<file path="src/rtl/als_pkg.sv">
// Shared definitions for the PmodALS sampling path: scheduler state codes and
// the data/counter widths seen by the SPI interface and the filter datapath.
package als_pkg;

   localparam logic [1:0] ST_IDLE  = 2'd0;
   localparam logic [1:0] ST_WAIT  = 2'd1;
   localparam logic [1:0] ST_ABORT = 2'd2;

   localparam int ALS_DATA_W   = 8;
   localparam int SAMPLE_CNT_W = 16;

endpackage

</file>
<file path="src/rtl/als_period_timer.sv">
// Free-running sample-period counter that raises a periodic request on the
// first enabled cycle and every PERIOD_CYCLES cycles after that.
module als_period_timer #(
   parameter int PERIOD_CYCLES = 100000,
   parameter int CNT_W         = 24
) (
   input  logic clk,
   input  logic reset,
   input  logic enable,
   output logic preq
);

   localparam logic [CNT_W-1:0] PCNT_LAST = CNT_W'(PERIOD_CYCLES - 1);

   logic [CNT_W-1:0] pcnt;

   // Holding the counter at zero while disabled makes re-enabling fire a request immediately.
   always_ff @(posedge clk) begin
      if (reset) begin
         pcnt <= '0;
      end else if (!enable) begin
         pcnt <= '0;
      end else if (pcnt == PCNT_LAST) begin
         pcnt <= '0;
      end else begin
         pcnt <= pcnt + CNT_W'(1);
      end
   end

   assign preq = enable && (pcnt == '0);

endmodule

</file>
<file path="src/rtl/als_sample_scheduler.sv">
// Sequences PmodALS conversions: periodic or single-shot starts, result latch,
// sample counting, a conversion watchdog and sticky error flags.
module als_sample_scheduler
   import als_pkg::*;
#(
   parameter int PERIOD_CYCLES  = 100000,
   parameter int TIMEOUT_CYCLES = 2048,
   parameter int CNT_W          = 24
) (
   input  logic                    clk,
   input  logic                    reset,
   input  logic                    enable,
   input  logic                    single_shot,
   input  logic                    clr_err,
   input  logic                    conv_valid,
   input  logic [ALS_DATA_W-1:0]   conv_data,
   output logic                    start_conv,
   output logic                    conv_abort,
   output logic                    busy,
   output logic [ALS_DATA_W-1:0]   sample_data,
   output logic                    sample_valid,
   output logic [SAMPLE_CNT_W-1:0] sample_count,
   output logic                    timeout_err,
   output logic                    overrun
);

   // One extra count of headroom so the increment on the timeout cycle never wraps.
   localparam int                TCNT_W       = $clog2(TIMEOUT_CYCLES + 1);
   localparam logic [TCNT_W-1:0] TIMEOUT_LAST = TCNT_W'(TIMEOUT_CYCLES - 1);

   logic [1:0]        state;
   logic [TCNT_W-1:0] tcnt;
   logic              preq;
   logic              timeout_hit;
   logic              overrun_hit;

   als_period_timer #(
      .PERIOD_CYCLES (PERIOD_CYCLES),
      .CNT_W         (CNT_W)
   ) u_period_timer (
      .clk    (clk),
      .reset  (reset),
      .enable (enable),
      .preq   (preq)
   );

   // A valid arriving on the last allowed cycle still counts as a good sample.
   assign timeout_hit = (state == ST_WAIT) && !conv_valid && (tcnt == TIMEOUT_LAST);
   assign overrun_hit = preq && (state != ST_IDLE);
   assign busy        = (state != ST_IDLE);

   always_ff @(posedge clk) begin
      if (reset) begin
         state      <= ST_IDLE;
         tcnt       <= '0;
         start_conv <= 1'b0;
         conv_abort <= 1'b0;
      end else begin
         start_conv <= 1'b0;
         conv_abort <= 1'b0;
         case (state)
            ST_IDLE: begin
               if (preq || single_shot) begin
                  start_conv <= 1'b1;
                  tcnt       <= '0;
                  state      <= ST_WAIT;
               end
            end
            ST_WAIT: begin
               tcnt <= tcnt + TCNT_W'(1);
               if (conv_valid) begin
                  state <= ST_IDLE;
               end else if (timeout_hit) begin
                  conv_abort <= 1'b1;
                  state      <= ST_ABORT;
               end
            end
            ST_ABORT: begin
               state <= ST_IDLE;
            end
            default: begin
               state <= ST_IDLE;
            end
         endcase
      end
   end

   // Stray valids outside WAIT leave the latched sample untouched.
   always_ff @(posedge clk) begin
      if (reset) begin
         sample_data  <= '0;
         sample_valid <= 1'b0;
         sample_count <= '0;
      end else begin
         sample_valid <= 1'b0;
         if ((state == ST_WAIT) && conv_valid) begin
            sample_data  <= conv_data;
            sample_valid <= 1'b1;
            sample_count <= sample_count + SAMPLE_CNT_W'(1);
         end
      end
   end

   // Sticky flags; a new event in the same cycle beats a clear.
   always_ff @(posedge clk) begin
      if (reset) begin
         timeout_err <= 1'b0;
         overrun     <= 1'b0;
      end else begin
         if (timeout_hit) begin
            timeout_err <= 1'b1;
         end else if (clr_err) begin
            timeout_err <= 1'b0;
         end
         if (overrun_hit) begin
            overrun <= 1'b1;
         end else if (clr_err) begin
            overrun <= 1'b0;
         end
      end
   end

endmodule

</file>
<file path="config.mk">
export PLATFORM = sky130hd
export DESIGN_NAME = als_sample_scheduler
export DESIGN_NICKNAME = d
export VERILOG_FILES = /design/src/rtl/als_pkg.sv /design/src/rtl/als_period_timer.sv /design/src/rtl/als_sample_scheduler.sv
export SDC_FILE = /design/constraint.sdc
export NUM_CORES = 1
export LEC_CHECK = 0
export BUFFER_PORTS_ARGS = -buffer_cell sky130_fd_sc_hd__buf_2
export CAP_MARGIN = 0
export CORE_MARGIN = 8
export CORE_UTILIZATION = 30
export CTS_BUF_LIST = sky130_fd_sc_hd__clkbuf_2
export DETAILED_ROUTE_END_ITERATION = 8
export PLACE_DENSITY = 0.47
export SLEW_MARGIN = 0
export SYNTH_ARGS = -nofsm -noshare
export SYNTH_HDL_FRONTEND = slang
export SYNTH_SLANG_ARGS = --single-unit
</file>
<file path="constraint.sdc">
create_clock -name clk -period 2.2 [get_ports clk]
set_input_delay 0.11 -clock clk [delete_from_list [all_inputs] [get_ports clk]]
set_output_delay 0.11 -clock clk [all_outputs]
set_load 0.02 [all_outputs]
</file>
# Yosys cells after proc, flatten, opt, wreduce, memory -nomap -nowiden
# Index checks and enable logic that the tools add are counted.
[word_totals]
word_cells = 51
reg_bits = 67
output_inout_bits = 30
inputBits = 14
[op_classes]
reduce_logical = 18
muxes = 12
n_bitwise = 3
n_eq_ne = 5
addsub = 3
[op_table]
columns = ["operator", "n"]
rows = [
  ["$add A24 B1 Y24 const B", 1],
  ["$eq A24 B17 Y1 const B", 1],
  ["$logic_not A24 Y1", 1],
  ["$pmux W12 S2", 1],
  ["$add A16 B1 Y16 const B", 1],
  ["$add A12 B1 Y12 const B", 1],
  ["$eq A12 B11 Y1 const B", 1],
  ["$mux W12", 1],
  ["$reduce_bool A2 Y1", 4],
  ["$mux W1", 6],
  ["$mux W2", 3],
  ["$reduce_or A3 Y1", 2],
  ["$logic_and A1 B1 Y1", 5],
  ["$pmux W2 S2", 1],
  ["$reduce_and A2 Y1", 2],
  ["$ne A3 B3 Y1 const B", 1],
  ["$not A1 Y1", 3],
  ["$eq A2 B1 Y1 const B", 1],
  ["$logic_not A2 Y1", 1],
  ["$ne A2 B2 Y1 const B", 1],
  ["$reduce_or A2 Y1", 1],
  ["$logic_not A1 Y1", 1],
  ["$logic_or A1 B1 Y1", 1],
]

# Logic depth before layout (Yosys ltp)
# Gate-level depths: netlist of the first run.
[depth]
depth_word = 6
ltp_mapped = 8
ltp_nobuf = 7

# By module
# From an unflattened synthesis of the first run, not the netlist that was laid out.
[hier_totals]
cells_unflattened = 357
area_unflattened_um2 = 3066.7
[modules_own_cells]
columns = ["module", "cells_per_inst", "instances", "seq_area_each_um2", "area_each_um2"]
rows = [
  ["als_sample_scheduler", 220, 1, 860.8, 1899.3],
  ["als_period_timer", 137, 1, 480.5, 1167.4],
]

# Worst setup path before layout of the first run
# Ideal clock, no wire load.
[synth_path]
path_type = "reg2reg"
startpoint = "register u_period_timer.pcnt[16]"
endpoint = "register tcnt[3]"
synth_period_minus_slack_ps = 2225
t_arrival_ps = 2155
path_buffers = 1
stages_incl_launch_ff = 7
slack_ps = -25
required_ps = 2130
setup_time_ps = 70
path_cell_list = "dfxtp_1 or4_1 or4_1 o221a_1 buf_4 or3b_1 a21oi_1"
[synth_between]
elab_chain_len = 5
[synth_rtl]
columns = ["item", "line_no", "text"]
rows = [
  ["start: declaration", "als_period_timer.sv:15", "logic [CNT_W-1:0] pcnt;"],
  ["start signal: assignment", "als_period_timer.sv:26", "pcnt <= pcnt + CNT_W'(1);"],
  ["$logic_not A24 Y1", "als_period_timer.sv:30", "assign preq = enable && (pcnt == '0);"],
  ["$logic_and A1 B1 Y1", "als_period_timer.sv:30", ""],
  ["$logic_or A1 B1 Y1", "als_sample_scheduler.sv:63", "if (preq || single_shot) begin"],
  ["$ne A2 B2 Y1 (no line)", "-", ""],
  ["$reduce_and A2 Y1 (no line)", "-", ""],
  ["end signal: assignment", "als_sample_scheduler.sv:70", "tcnt <= tcnt + TCNT_W'(1);"],
  ["end: declaration", "als_sample_scheduler.sv:32", "logic [TCNT_W-1:0] tcnt;"],
]
# No other way between the ends.
# A chain may end at the register's enable or synchronous reset.

# Worst setup path in the final report of the first run
[layout_path]
startpoint = "register u_period_timer.pcnt[16]"
endpoint = "register tcnt[8]"
# The elaborated chain is that of the path after synthesis.

==> reports/results.ini, run 1 <==
[clock_network]
cts_tree=done
cts-root-buf=clkbuf_2
clk_pin_slew_worst_paths_ns=0.18
htreeDepth=3
cts_sinks=67
cts_buffers=9
clock_latency_ns=0.47
clockBufferDepth=2

[worst_setup_path]
crit_path_start_kind=register
cp_data_arrival_time_ns=2.70
cp_max_fo=5
crit_chain=or4_4, or4_4, o221a_4, or4_1, a21oi_1
worstSetupEndpoint=tcnt[8]
crit_start=u_period_timer.pcnt[16]
reg2reg_from=u_period_timer.pcnt[16]
crit_top_cell=or4_4
critPathMaxStageDelay_ns=0.53
crit_slowest_cell=or4_4
rrSetupSlack_ns=-0.07
cp.depth=5
worstSetupEndpointType=register
r2r-end=tcnt[8]
critPathTopFamily=simple AND/OR/NAND/NOR gates
critPathKind=register to register
rr_worst_depth=5
required_ns=2.62
cp_num_buf_inv=0

[floorplan]
die_w_um=114
die_h_um=114
initial_core_util_pct=30.3
coreArea_um2=9590
die_area_um2=13100
ioPinCount=44
rows=36

[pwr]
seq_power_share_pct=62.8
power_mw=1.98
intPower_mw=1.45
p_comb_share_pct=9.2
p_leak_nw=1.48
power.density_nw_per_um2=535
p_clk_share_pct=28.0
vdd_ir_drop_max_v=0.000180
p_sw_share_pct=27.0
switchingPower_mw=0.535

[cells_and_area]
fin_util_pct=38.6
drive_gt1_share_pct=24.4
finalNonFillerCells=560
antennaDiodeCount=0
area_growth_pct=27.5
layout_commonest_cell=dfxtp_1
nets=441
layout_common_cells=63 x dfxtp_1, 54 x nor2_1, 43 x buf_2, 42 x nand2_1, 25 x buf_4
fill_cells=1000
regArea_um2=1350
multi_input_area_um2=1540
fin_area_um2=3700

[detailed_routing]
drcViolationCount=0
num_vias=2564
antenna_left=0
wl_per_cell_um=12.4
finalWirelength_um=6940
drt-pass1-iter-count=4
drtIter0Drc=89
viasPerCell=4.58

[timing]
tns_ns=-0.181
fmaxAchievable_ghz=0.440
fin_crit_ns=2.27
maxSlewHeadroom_pct=73.2
rsz0062_at_grt=true
skew_ns=0.0170
final-setup-viol-count=5
setup_ws_ns=-0.0739
post-route-period-util_pct=103
report.final.slew_viol_count=0
report.final.hold_viol_count=0
holdWs_ns=0.399
worst_pin_slew_ns=0.397

[synthesis]
syn_nets=360
syn_inst=342
synth-edff-count=0
ys_ff_latch=67
async_flop_share_pct=0
syn-cell-area_um2=2900
synth_cell_types=42
ys_seq_area_share_pct=46.2
syn_avg_cell_area_um2=8.49
synth_top_flop_cell=dfxtp_1
yosysWarnings=0

[global_route]
grt_pass1_wl_um=11700
grt_overflow=0
grtUsageTotal_pct=11.1
antenna_found_initial=0
grt_pass1_vias=2533
grt_max_degree=31

[job]
drv_cap=0

[placed_design]
dpl.hpwl_um=4920
place_inst=527
gp_congestion=0.747
dpl_cell_area_um2=3400
dp_slack_ns=-0.132
portBuffers=43

[status]
violations=negative setup slack
run_status=finished with violations

[min_path]
hold_path.class=primary input to register

-- registers in the layout, summed over array words and instances, names as in the netlist --
register / cells
u_period_timer.pcnt: 24
sample_count: 16
tcnt: 12
sample_data: 8
state: 2
conv_abort: 1
overrun: 1
sample_valid: 1
start_conv: 1
timeout_err: 1
-- Yosys cell counts, types with 3 or more instances --
master / instances / area, um^2
inv_1: 8 / 30.0
dfxtp_1: 67 / 1340
nor4b_1: 3 / 26.3
ha_1: 4 / 50.1
a21oi_1: 20 / 100
nor2_1: 54 / 203
o21ai_0: 7 / 35.0
and3_1: 11 / 68.8
xnor2_1: 13 / 114
nor3_1: 5 / 25.0
nand4_1: 11 / 68.8
nor4_1: 6 / 37.5
nand2_1: 42 / 158
a22oi_1: 3 / 22.5
xor2_1: 22 / 193
or4_1: 6 / 45.0
or3_1: 5 / 31.3
clkbuf_1: 9 / 33.8
nand3_1: 15 / 75.1
-- what timing repair did --
action	in CTS	in global routing
hold buffers	14	0
endpoints found under the setup margin	6	11
pin swaps	5	5
hold endpoints to repair	16	0
resized for setup	7	9
setup buffers	3	1
-- logic make-up (layout without fill, tap and decap cells) --
family / count (synthesis) / in the layout / synth area share (%)
AOI/OAI and AO/OA: 39 / 39 / 8.01
and+or+nand+nor: 174 / 174 / 29.7
buffers and inverters: 21 / 106 / 3.02
DFF: 67 / 67 / 46.2
xor gates and xnor gates: 35 / 35 / 10.6
adders and majority gates: 4 / 4 / 1.72
muxes: 2 / 2 / 0.775
-- routing by layer --
| layer | global-route usage [%] | vias up | share of wire, % |
|---|---|---|---|
| met5 | 0 | - | 0 |
| met4 | 5.15 | 0 | 1.6 |
| met3 | 3.16 | 12 | 3.8 |
| met2 | 18.8 | 29 | 48 |
| met1 | 12.7 | 1181 | 47 |
| li1 | - | 1342 | - |
-- worst min-delay path by stage --
| stage | end | cells past startpoint | slack [ns] | start |
|---|---|---|---|---|
| 3_3_place_gp | sample_data[4] | 3 | 0.35 | conv_data[4] |
| 2_1_floorplan | state[1] | 1 | 0.19 | conv_valid |
| 3_5_place_dp | sample_data[1] | 3 | 0.36 | conv_data[1] |
| 5_1_grt | sample_data[1] | 4 | 0.33 | conv_data[1] |
| 4_1_cts | sample_data[1] | 4 | 0.33 | conv_data[1] |
| 6_report | sample_data[4] | 4 | 0.40 | conv_data[4] |
-- worst register-to-register path: stages (launching register included) --
cell and delay [ns]:
dfxtp_2 0.35, or4_4 0.53, or4_4 0.49, o221a_4 0.26, or4_1 0.47, a21oi_1 0.14
-- power groups by stage --
stage	combinational [mW]	sequential, mW	clock [mW]
after detailed placement	0.150	1.27	0
after CTS	0.180	1.24	0.593
after floorplan	0.0733	1.28	0
final	0.183	1.24	0.555
after global routing	0.200	1.25	0.653
after global placement	0.150	1.27	0
-- layout make-up --
cell class                      count  share of cell area, %
Clock inverter                      5                  0.574
Clock buffer                       10                   1.35
Tap cell                          133                   4.49
Inverter                            8                  0.811
Timing Repair Buffer               83                   15.0
Sequential cell                    67                   36.4
Multi-Input combinational cell    254                   41.5
Note: power is estimated with default switching activity, not from simulation.
==> inputs of run 2 (changes only) <==
- PLACE_DENSITY: 0.47 -> 0.6
==> reports/results.ini, run 2 (synthesis results as in run 1) <==
[timing]
holdWs_ns=0.154
report.final.hold_viol_count=0
rsz0062_at_grt=true
worst_pin_slew_ns=0.744
maxSlewHeadroom_pct=50.4
setup_ws_ns=-0.0947
fmaxAchievable_ghz=0.436
skew_ns=0.0226
fin_crit_ns=2.29
final-setup-viol-count=6
report.final.slew_viol_count=0
post-route-period-util_pct=104

[min_path]
hold_end=sample_count[10]
hold_path.startpoint=reset
hold_path.class=primary input to register
hold_depth=2

[floorplan]
die_w_um=114
die_h_um=114
initial_core_util_pct=30.3
ioPinCount=44
coreArea_um2=9590
die_area_um2=13100
rows=36

[worst_setup_path]
cp_data_arrival_time_ns=2.72
crit_slowest_cell=or4_4
critPathKind=register to register
rr_worst_depth=6
crit_top_cell=or4_4
required_ns=2.63
r2r-end=tcnt[4]
rrSetupSlack_ns=-0.09
reg2reg_from=u_period_timer.pcnt[3]
critPathMaxStageDelay_ns=0.53
crit_chain=or4_4, or4_4, o221a_4, buf_6, or3b_1, a21oi_1
crit_path_start_kind=register
cp_max_fo=6
worstSetupEndpointType=register

[detailed_routing]
drtIter0Drc=149
finalWirelength_um=6970
antenna_left=0
wl_per_cell_um=12.5
drt-pass1-iter-count=4
viasPerCell=4.66
num_vias=2586
drcViolationCount=0

[clock_network]
clockBufferDepth=2
clock_latency_ns=0.50
cts_tree=done
cts_buffers=9
cts_sinks=67
clk_pin_slew_worst_paths_ns=0.19
htreeDepth=3
cts-root-buf=clkbuf_2

[cells_and_area]
fill_cells=1005
drive_gt1_share_pct=24.9
layout_common_cells=64 x dfxtp_1, 54 x nor2_1, 43 x buf_2, 42 x nand2_1, 22 x xor2_1
fin_util_pct=38.6
regArea_um2=1350
fin_area_um2=3700
area_growth_pct=27.5
largest_reg_flops=24
antennaDiodeCount=0
nets=435
multi_input_area_um2=1550
regMostFlops=u_period_timer.pcnt
top_regs=u_period_timer.pcnt: 24 flops, sample_count: 16 flops, tcnt: 12 flops
layout_commonest_cell=dfxtp_1

[global_route]
grtUsageTotal_pct=11.0
grt_max_degree=40
antenna_found_initial=0
grt_pass1_vias=2571
grt_pass1_wl_um=11700
grt_overflow=0

[placed_design]
gp_congestion=0.791
dpl.hpwl_um=4950
portBuffers=43
dpl_cell_area_um2=3390

[pwr]
vdd_ir_drop_max_v=0.000312
p_leak_nw=1.46
power.density_nw_per_um2=569

[status]
violations=negative setup slack
run_status=finished with violations

[job]
drv_cap=0

## run 2: cell count changes in the layout (fill, tap and decap cells not counted), sizes merged
cell | before | now
dlygate4sd3 | 14 | 12
buf | 69 | 65
clkinvlp | 0 | 1
bufinv | 0 | 1
clkbuf | 10 | 9
## run 2: cell type report
class / instances / area share, %
Clock buffer: 9 / 1.22
Clock inverter: 7 / 1.59
Inverter: 8 / 0.811
Multi-Input combinational cell: 254 / 42.0
Sequential cell: 67 / 36.3
Tap cell: 133 / 4.49
Timing Repair Buffer: 77 / 13.6
## run 2: repair_timing
item | 4_1_cts | 5_1_grt
hold endpoints to repair | 16 | 0
resized for setup | 5 | 16
buffers inserted | 1 | 1
endpoints found under the setup margin | 5 | 7
pin swaps | 6 | 9
hold buffers | 12 | 0
## run 2: through the flow
stage | TNS (ns) | instances | setup slack [ns] | power, mW
final | -0.297 | 555 | -0.0947 | 2.11
after global routing | -0.862 | 555 | -0.161 | 2.22
after CTS | -0.359 | 554 | -0.116 | 2.13
after detailed placement | -0.381 | 525 | -0.139 | 1.42
after global placement | -0.263 | 525 | -0.119 | 1.42
after floorplan | -0.0477 | 342 | -0.0205 | 1.36
## run 2: worst max-delay path by stage
stage / from / to / depth (start not counted) / slack, ns
after floorplan: u_period_timer.pcnt[16] / tcnt[3] / 6 / -0.02
after global placement: u_period_timer.pcnt[16] / tcnt[10] / 5 / -0.12
after detailed placement: u_period_timer.pcnt[16] / tcnt[10] / 5 / -0.14
after CTS: u_period_timer.pcnt[15] / tcnt[10] / 5 / -0.12
after global routing: u_period_timer.pcnt[3] / tcnt[4] / 6 / -0.16
final: u_period_timer.pcnt[3] / tcnt[4] / 6 / -0.09
## run 2: per-layer routing
metal  global-route usage [%]  routed length (um)
met1                     12.2                3140
met2                     19.2                3460
met3                     4.54                 331
met4                     2.66                  36
met5                        0                   0
## run 2: power breakdown
group	internal, mW	switching [mW]
registers	1.23	0.0154
logic	0.0781	0.100
clock network	0.247	0.432
## run 2: critical path: cells and delay by family (launching register included)
kind / cells / cell delay [ns]
buffers and inverters: 1 / 0.12
AOI/OAI and AO/OA: 2 / 0.41
and+or+nand+nor: 3 / 1.35
DFF: 1 / 0.36
==> inputs of run 3 (changes only) <==
- REMOVE_ABC_BUFFERS: default -> 1
==> reports/results.ini, run 3 (synthesis results as in run 1) <==
[pwr]
switchingPower_mw=0.548
p_comb_share_pct=7.9
vdd_ir_drop_max_v=0.000312
intPower_mw=1.56
p_clk_share_pct=33.0
p_leak_nw=1.46
seq_power_share_pct=59.2
power.density_nw_per_um2=576
p_sw_share_pct=26.0

[cells_and_area]
fill_cells=978
area_growth_pct=26.1
fin_util_pct=38.2
regArea_um2=1350
finalNonFillerCells=552
regMostFlops=u_period_timer.pcnt
antennaDiodeCount=0
multi_input_area_um2=1530
layout_commonest_cell=dfxtp_1
top_regs=u_period_timer.pcnt: 24 flops, sample_count: 16 flops, tcnt: 12 flops
largest_reg_flops=24
layout_common_cells=62 x dfxtp_1, 54 x nor2_1, 43 x buf_2, 42 x nand2_1, 22 x xor2_1
nets=432
drive_gt1_share_pct=24.1

[clock_network]
clk_pin_slew_worst_paths_ns=0.19
clock_latency_ns=0.48
clockBufferDepth=2
cts_tree=done
htreeDepth=3
cts_buffers=9
cts_sinks=67
cts-root-buf=clkbuf_2

[timing]
rsz0062_at_grt=true
skew_ns=0.0238
post-route-period-util_pct=104
tns_ns=-0.416
final-setup-viol-count=9
fmaxAchievable_ghz=0.437
worst_pin_slew_ns=0.753
setup_ws_ns=-0.0895
report.final.slew_viol_count=0
maxSlewHeadroom_pct=49.8
report.final.hold_viol_count=0
fin_crit_ns=2.29

[floorplan]
die_h_um=114
die_w_um=114
die_area_um2=13100
ioPinCount=44
coreArea_um2=9590
rows=36
initial_core_util_pct=30.3

[detailed_routing]
drcViolationCount=0
wl_per_cell_um=12.7
num_vias=2613
drt-pass1-iter-count=4
finalWirelength_um=7000
drtIter0Drc=84
antenna_left=0
viasPerCell=4.73

[worst_setup_path]
critPathKind=register to register
cp_max_fo=4
required_ns=2.63
cp_data_arrival_time_ns=2.72
crit_path_start_kind=register
worstSetupEndpointType=register

[placed_design]
dp_slack_ns=-0.124
dpl.hpwl_um=4990
place_inst=524
gp_congestion=0.806
portBuffers=43

[job]
drv_cap=0

[global_route]
antenna_found_initial=0
grt_pass1_wl_um=12000
grt_max_degree=40
grt_pass1_vias=2584
grt_overflow=0
grtUsageTotal_pct=11.3

[min_path]
hold_path.class=primary input to register

[status]
run_status=finished with violations
violations=negative setup slack

==> run 3: final cells by class <==
class	count	share of cell area, %
clock buffer	10	1.37
clock inverter	6	1.54
inverter	8	0.820
multi-input combinational	254	41.8
sequential	67	36.8
tap	133	4.54
timing repair buffer	74	13.2
==> run 3: routing by layer <==
layer  track usage, %  wire length (um)  share of wire, %
met1             12.7              3130                45
met2             19.7              3440                49
met3             4.32               372               5.3
met4             2.84                56              0.80
met5                0                 0                 0
==> run 3: worst paths after layout <==
path | from | endpoint | slack, ns | depth (start not counted)
max | u_period_timer.pcnt[2] | tcnt[10] | -0.09 | 5
min | reset | sample_count[13] | 0.16 | 2
min reg2reg | sample_data[4] | sample_data[4] | 0.47 | 2
max reg2reg | u_period_timer.pcnt[2] | tcnt[10] | -0.09 | 5
==> run 3: what timing repair did <==
action / CTS / global route
gates resized for setup: 6 / 12
setup endpoints to repair: 11 / 12
pin swaps: 5 / 4
setup buffers: 0 / 0
endpoints found under the hold margin: 15 / 0
hold buffers: 12 / 0
==> run 3: critical path, cell delays in order (launching register included) <==
cell     delay [ns]
dfxtp_1        0.35
or4_4          0.53
or4_4          0.49
o221a_4        0.25
or4_4          0.48
a21oi_2        0.13
==> run 3: per-stage QoR <==
stage / power, mW / hold WS (ns) / cell area (um^2)
after floorplan: 1.34 / 0.179 / 2850
after global placement: 1.41 / 0.352 / 3380
after detailed placement: 1.42 / 0.358 / 3380
after CTS: 2.15 / 0.110 / 3620
after global routing: 2.23 / 0.0939 / 3660
final: 2.11 / 0.164 / 3660
==> run 3: power by group through the flow <==
stage,Combinational [mW],Sequential [mW],Clock (mW)
2_1_floorplan,0.0579,1.28,0
3_5_place_dp,0.143,1.27,0
6_report,0.166,1.25,0.695
3_3_place_gp,0.141,1.27,0
4_1_cts,0.163,1.25,0.740
5_1_grt,0.184,1.25,0.796
